<file path="src/rtl/usb_rx_ctrl.sv">
// usb_rx_ctrl: receive control FSM for the USB receiver datapath.
// It sequences one packet: SYNC check, per-byte FIFO write strobes, EOP
// recognition and error flagging. Define USB_RX_PID_CHECK_EN to check the
// PID byte (upper nibble must be the complement of the lower nibble) before
// it is stored.
module usb_rx_ctrl #(
  parameter int MAX_BYTES = 64
) (
  input  logic       clk,
  input  logic       n_rst,
  input  logic       d_edge,
  input  logic       eop,
  input  logic       shift_enable,
  input  logic       byte_received,
  input  logic [7:0] rcv_data,
  output logic       rcving,
  output logic       w_enable,
  output logic       r_error,
  output logic       packet_done,
  output logic [6:0] byte_count
);

  localparam logic [2:0] IDLE     = 3'd0;
  localparam logic [2:0] RCV_SYNC = 3'd1;
  localparam logic [2:0] RCV_BYTE = 3'd2;
  localparam logic [2:0] STORE    = 3'd3;
  localparam logic [2:0] EOP_CHK  = 3'd4;
  localparam logic [2:0] EOP_END  = 3'd5;
  localparam logic [2:0] ERR_WAIT = 3'd6;
  localparam logic [2:0] ERR_EOP  = 3'd7;

  localparam logic [6:0] MAX_CNT = 7'(MAX_BYTES);
  localparam logic [7:0] SYNC_BYTE = 8'h80;

  logic [2:0] state_q, state_d;
  logic       rcving_q, rcving_d;
  logic       w_enable_q, w_enable_d;
  logic       r_error_q, r_error_d;
  logic       packet_done_q, packet_done_d;
  logic [6:0] byte_count_q, byte_count_d;

  logic eop_bit;
  logic full;
  logic pid_ok;

  // EOP only counts when seen on a bit-sample strobe; it beats byte_received.
  assign eop_bit = eop & shift_enable;
  assign full    = (byte_count_q == MAX_CNT);

  // PID validity: only the first stored byte of a packet is checked.
  always_comb begin
`ifdef USB_RX_PID_CHECK_EN
    pid_ok = (byte_count_q != 7'd0) || (rcv_data[7:4] == ~rcv_data[3:0]);
`else
    pid_ok = 1'b1;
`endif
  end

  // Next-state and registered-output decode.
  always_comb begin
    state_d       = state_q;
    byte_count_d  = byte_count_q;
    r_error_d     = r_error_q;
    packet_done_d = 1'b0;
    w_enable_d    = 1'b0;
    rcving_d      = 1'b0;

    case (state_q)
      IDLE: begin
        if (d_edge) begin
          state_d      = RCV_SYNC;
          r_error_d    = 1'b0;
          byte_count_d = 7'd0;
        end
      end
      RCV_SYNC: begin
        if (eop_bit) begin
          state_d = ERR_EOP;
        end else if (byte_received) begin
          state_d = (rcv_data == SYNC_BYTE) ? RCV_BYTE : ERR_WAIT;
        end
      end
      RCV_BYTE: begin
        if (eop_bit) begin
          state_d = ERR_EOP;
        end else if (byte_received) begin
          state_d = STORE;
        end
      end
      STORE: begin
        if (full || !pid_ok) begin
          state_d = ERR_WAIT;
        end else begin
          state_d      = EOP_CHK;
          byte_count_d = byte_count_q + 7'd1;
        end
      end
      EOP_CHK: begin
        if (eop_bit) begin
          state_d = EOP_END;
        end else if (byte_received) begin
          state_d = STORE;
        end else if (shift_enable) begin
          state_d = RCV_BYTE;
        end
      end
      EOP_END: begin
        if (!eop) begin
          state_d       = IDLE;
          packet_done_d = 1'b1;
        end
      end
      ERR_WAIT: begin
        if (eop_bit) begin
          state_d = ERR_EOP;
        end
      end
      ERR_EOP: begin
        if (!eop) begin
          state_d = IDLE;
        end
      end
      default: state_d = IDLE;
    endcase

    // The write strobe is registered so it lines up with the STORE cycle;
    // the full/PID decision uses the same byte_count and rcv_data STORE sees.
    w_enable_d = (state_d == STORE) && !full && pid_ok;

    if (((state_d == ERR_WAIT) || (state_d == ERR_EOP)) &&
        (state_q != ERR_WAIT) && (state_q != ERR_EOP)) begin
      r_error_d = 1'b1;
    end

    rcving_d = (state_d != IDLE);
  end

  // State and output registers; reset aborts any packet without a write.
  always_ff @(posedge clk or negedge n_rst) begin
    if (!n_rst) begin
      state_q       <= IDLE;
      rcving_q      <= 1'b0;
      w_enable_q    <= 1'b0;
      r_error_q     <= 1'b0;
      packet_done_q <= 1'b0;
      byte_count_q  <= 7'd0;
    end else begin
      state_q       <= state_d;
      rcving_q      <= rcving_d;
      w_enable_q    <= w_enable_d;
      r_error_q     <= r_error_d;
      packet_done_q <= packet_done_d;
      byte_count_q  <= byte_count_d;
    end
  end

  assign rcving      = rcving_q;
  assign w_enable    = w_enable_q;
  assign r_error     = r_error_q;
  assign packet_done = packet_done_q;
  assign byte_count  = byte_count_q;

endmodule

</file>
<file path="config.mk">
export PLATFORM = sky130hd
export DESIGN_NAME = usb_rx_ctrl
export DESIGN_NICKNAME = d
export VERILOG_FILES = /design/src/rtl/usb_rx_ctrl.sv
export SDC_FILE = /design/constraint.sdc
export NUM_CORES = 1
export LEC_CHECK = 0
export CAP_MARGIN = 20
export CORE_MARGIN = 3
export CORE_UTILIZATION = 39
export DETAILED_ROUTE_END_ITERATION = 8
export GPL_ROUTABILITY_DRIVEN = 1
export MAX_ROUTING_LAYER = met4
export PLACE_DENSITY = 0.68
export SLEW_MARGIN = 5
export SYNTH_ARGS = -nofsm -noshare
export SYNTH_HDL_FRONTEND = slang
export SYNTH_SLANG_ARGS = --single-unit
export TNS_END_PERCENT = 5
</file>
<file path="constraint.sdc">
create_clock -name clk -period 2.05 [get_ports clk]
set_input_delay 0.41 -clock clk [delete_from_list [all_inputs] [get_ports clk]]
set_output_delay 0.41 -clock clk [all_outputs]
set_load 0.02 [all_outputs]
</file>
==> qor.txt <==
Pleak - 0.000479 µW
Worst Skew - 0.00717 ns
Placed cell count - 143
Synth Cell Area - 845 µm²
Setup WS post-layout - 0.148 ns
TritonCTS clock tree - done
CP Buf/Inv Count - 2
Crit path required time - 2.23 ns
Post-detail-place hpwl - 1460 µm
Global Route Usage Sum - 16.6%
Syn-to-layout area delta - 39.9%
Slowest stage delay, CP - 0.51 ns
Async S/R FF share, synth - 100%
DP Area - 1160 µm²
CP max-delay cell - or4b_1
Power Dens Cells - 1360 nW/µm²
EDFF count, synth - 0
Final-report setup violation count - 0
RSZ-0062 raised after global routing - false
Die X-Extent - 52.5 µm
Final core utilization - 59.0%
Vias in the first global route - 730
Syn nets - 104
WHS - 0.507 ns
H-tree lvl count - 1
Worst path depth - 6
Setup bufs post-CTS - 0
CP arrival - 2.09 ns
Root Driver - clkbuf_4
Clock transition at path regs - 0.09 ns
Most used DFF post-synth - dfrtp_1
DRC - 0
Worst R2R Path Depth - 4
Starting Density - 42.2%
Yosys cell types - 38
Pins Over Slew Limit - 0
Via Count - 750
R2r startpoint - byte_count[2]$_DFFE_PN0P_
Hold Violations, Final - 0
DRT Pass-1 Iters - 4
Final WL - 1900 µm
Num CTS Buffers - 3
Crit share post-route - 92.8%
DRT iter0 DRCs - 20
Slew headroom - 59.4%
Initial antenna violation count - 0
Pin count of the biggest net entering global routing - 15
Crit path max-delay family - simple AND/OR/NAND/NOR gates
R2r endpoint - byte_count[1]$_DFFE_PN0P_
Worst-Skew Late Latency - 0.28 ns
Peak supply drop - 0.858 mV
Die height - 52.5 µm
Place WS - -0.137 ns
CP max FO - 3
Global placer's final weighted congestion - 0.830
Avg WL per Cell - 13.0 µm
PortBufs - 24
First-pass GRT wire length - 3220 µm
CP startpoint - rcv_data[5]
Fmax - 526 MHz
Crit. End Element - flip-flop
HP Class - input pin to async pin
Synthesized flop and latch total - 14
I/O pin count - 25
Seq/Total Area, Yosys - 41.5%
Net count, final - 137
Ant. Diodes - 0
Cells after Synth - 88
Post-route insts no fill - 146
Setup CP Type - input pin to flip-flop
Remaining Overflow, GRT - 0
CTS resizes - 0
Die area - 2760 µm²
Max_cap viols - 0
CP Cell Sequence - clkdlybuf4s50_1, or4b_1, o211ai_1, o2111a_1, inv_1, nor4b_2
CP startpoint kind - input pin
Rows - 16
Core area - 2000 µm²
DR vias/cell - 5.14
Outcome - complete, no violations
Fraction of layout cells with a size suffix above 1 - 16.0%
Cts hold-fix bufs - 0
Post-route ant nets - 0
Syn_area_per_cell - 9.60 µm²
R2R Setup Slk - 0.19 ns
Fin area - 1180 µm²
Tmin final - 1.90 ns
YS warnings - 0
CTS sink count - 14
Transition time of the tightest slew-check pin - 0.607 ns
Clk buf depth - 2
CP endpoint - w_enable$_DFF_PN0_
[layout by cell type, fill, tap and decap left out, types with 4 or more instances in the layout]
master | netlist | final
a21oi_1 | 4 | 4
buf_4 | 0 | 7
clkdlybuf4s50_1 | 0 | 24
dfrtp_1 | 14 | 14
inv_1 | 6 | 6
nand2_1 | 7 | 7
nand2b_1 | 4 | 4
nor2_1 | 9 | 9
xnor2_1 | 4 | 4
[per-layer routing]
| metal | vias up | global-route usage (%) | wire (µm) |
|---|---|---|---|
| met3 | 2 | 3.42 | 86 |
| met2 | 14 | 24.6 | 879 |
| met1 | 359 | 22.2 | 920 |
| li1 | 375 | - | - |
| met4 | 0 | 6.38 | 14 |
| met5 | - | - | 0 |
[kinds of logic after synthesis]
kind of cell	count (synthesis)	share of synthesized area, %
and+or+nand+nor	40	29.5
AOI/OAI and AO/OA	16	13.6
DFF	14	41.5
buffers and inverters	9	4.15
xor gates and xnor gates	5	5.18
muxes	2	3.11
adders and majority gates	2	2.96
[flip-flops by register name (all words and copies together), names as in the netlist]
signal	count
rcving	1
byte_count	7
w_enable	1
state_q	3
r_error	1
packet_done	1
[Yosys cell counts, drive strengths merged (2+ instances only)]
cell	number	area (µm²)
o211ai	2	15.0
xnor2	4	35.0
ha	2	25.0
or4b	2	23.8
o32ai	2	17.5
clkbuf	2	7.51
nand2	7	26.3
mux2	2	26.3
nor2	9	33.8
inv	6	22.5
nor3	3	15.0
nor4b	3	38.8
dfrtp	14	350
or2	2	12.5
nand2b	4	25.0
a21oi	4	20.0
o21ai	2	10.0
and2	2	12.5
[cell type report]
cell class                 count  area, µm²
tap                           27       33.8
clock buffer                   3       22.5
timing repair buffer          31        293
sequential                    14        350
inverter                       6       22.5
multi-input combinational     65        459
fill                         195        821
[power breakdown]
group | switching (µW) | internal [µW]
combinational | 411 | 465
clock | 86.6 | 68.0
sequential | 172 | 399
total | 670 | 931
[stage by stage]
stage | setup TNS (ns) | total power (µW)
after floorplan | 0 | 1080
after global placement | -0.110 | 1440
after detailed placement | -0.137 | 1450
after CTS | 0 | 1610
after global routing | 0 | 1730
final | 0 | 1600
[worst min path at each step]
stage,start,to,slack [ns],cells after the start
4_1_cts,n_rst,packet_done$_DFF_PN0_,0.53,1
3_3_place_gp,r_error$_DFFE_PN0P_,r_error$_DFFE_PN0P_,0.53,2
5_1_grt,n_rst,packet_done$_DFF_PN0_,0.56,1
6_report,n_rst,packet_done$_DFF_PN0_,0.51,1
2_1_floorplan,n_rst,byte_count[0]$_DFFE_PN0P_,0.11,0
3_5_place_dp,r_error$_DFFE_PN0P_,r_error$_DFFE_PN0P_,0.51,2
No activity file was read; power rests on OpenSTA's default activity.
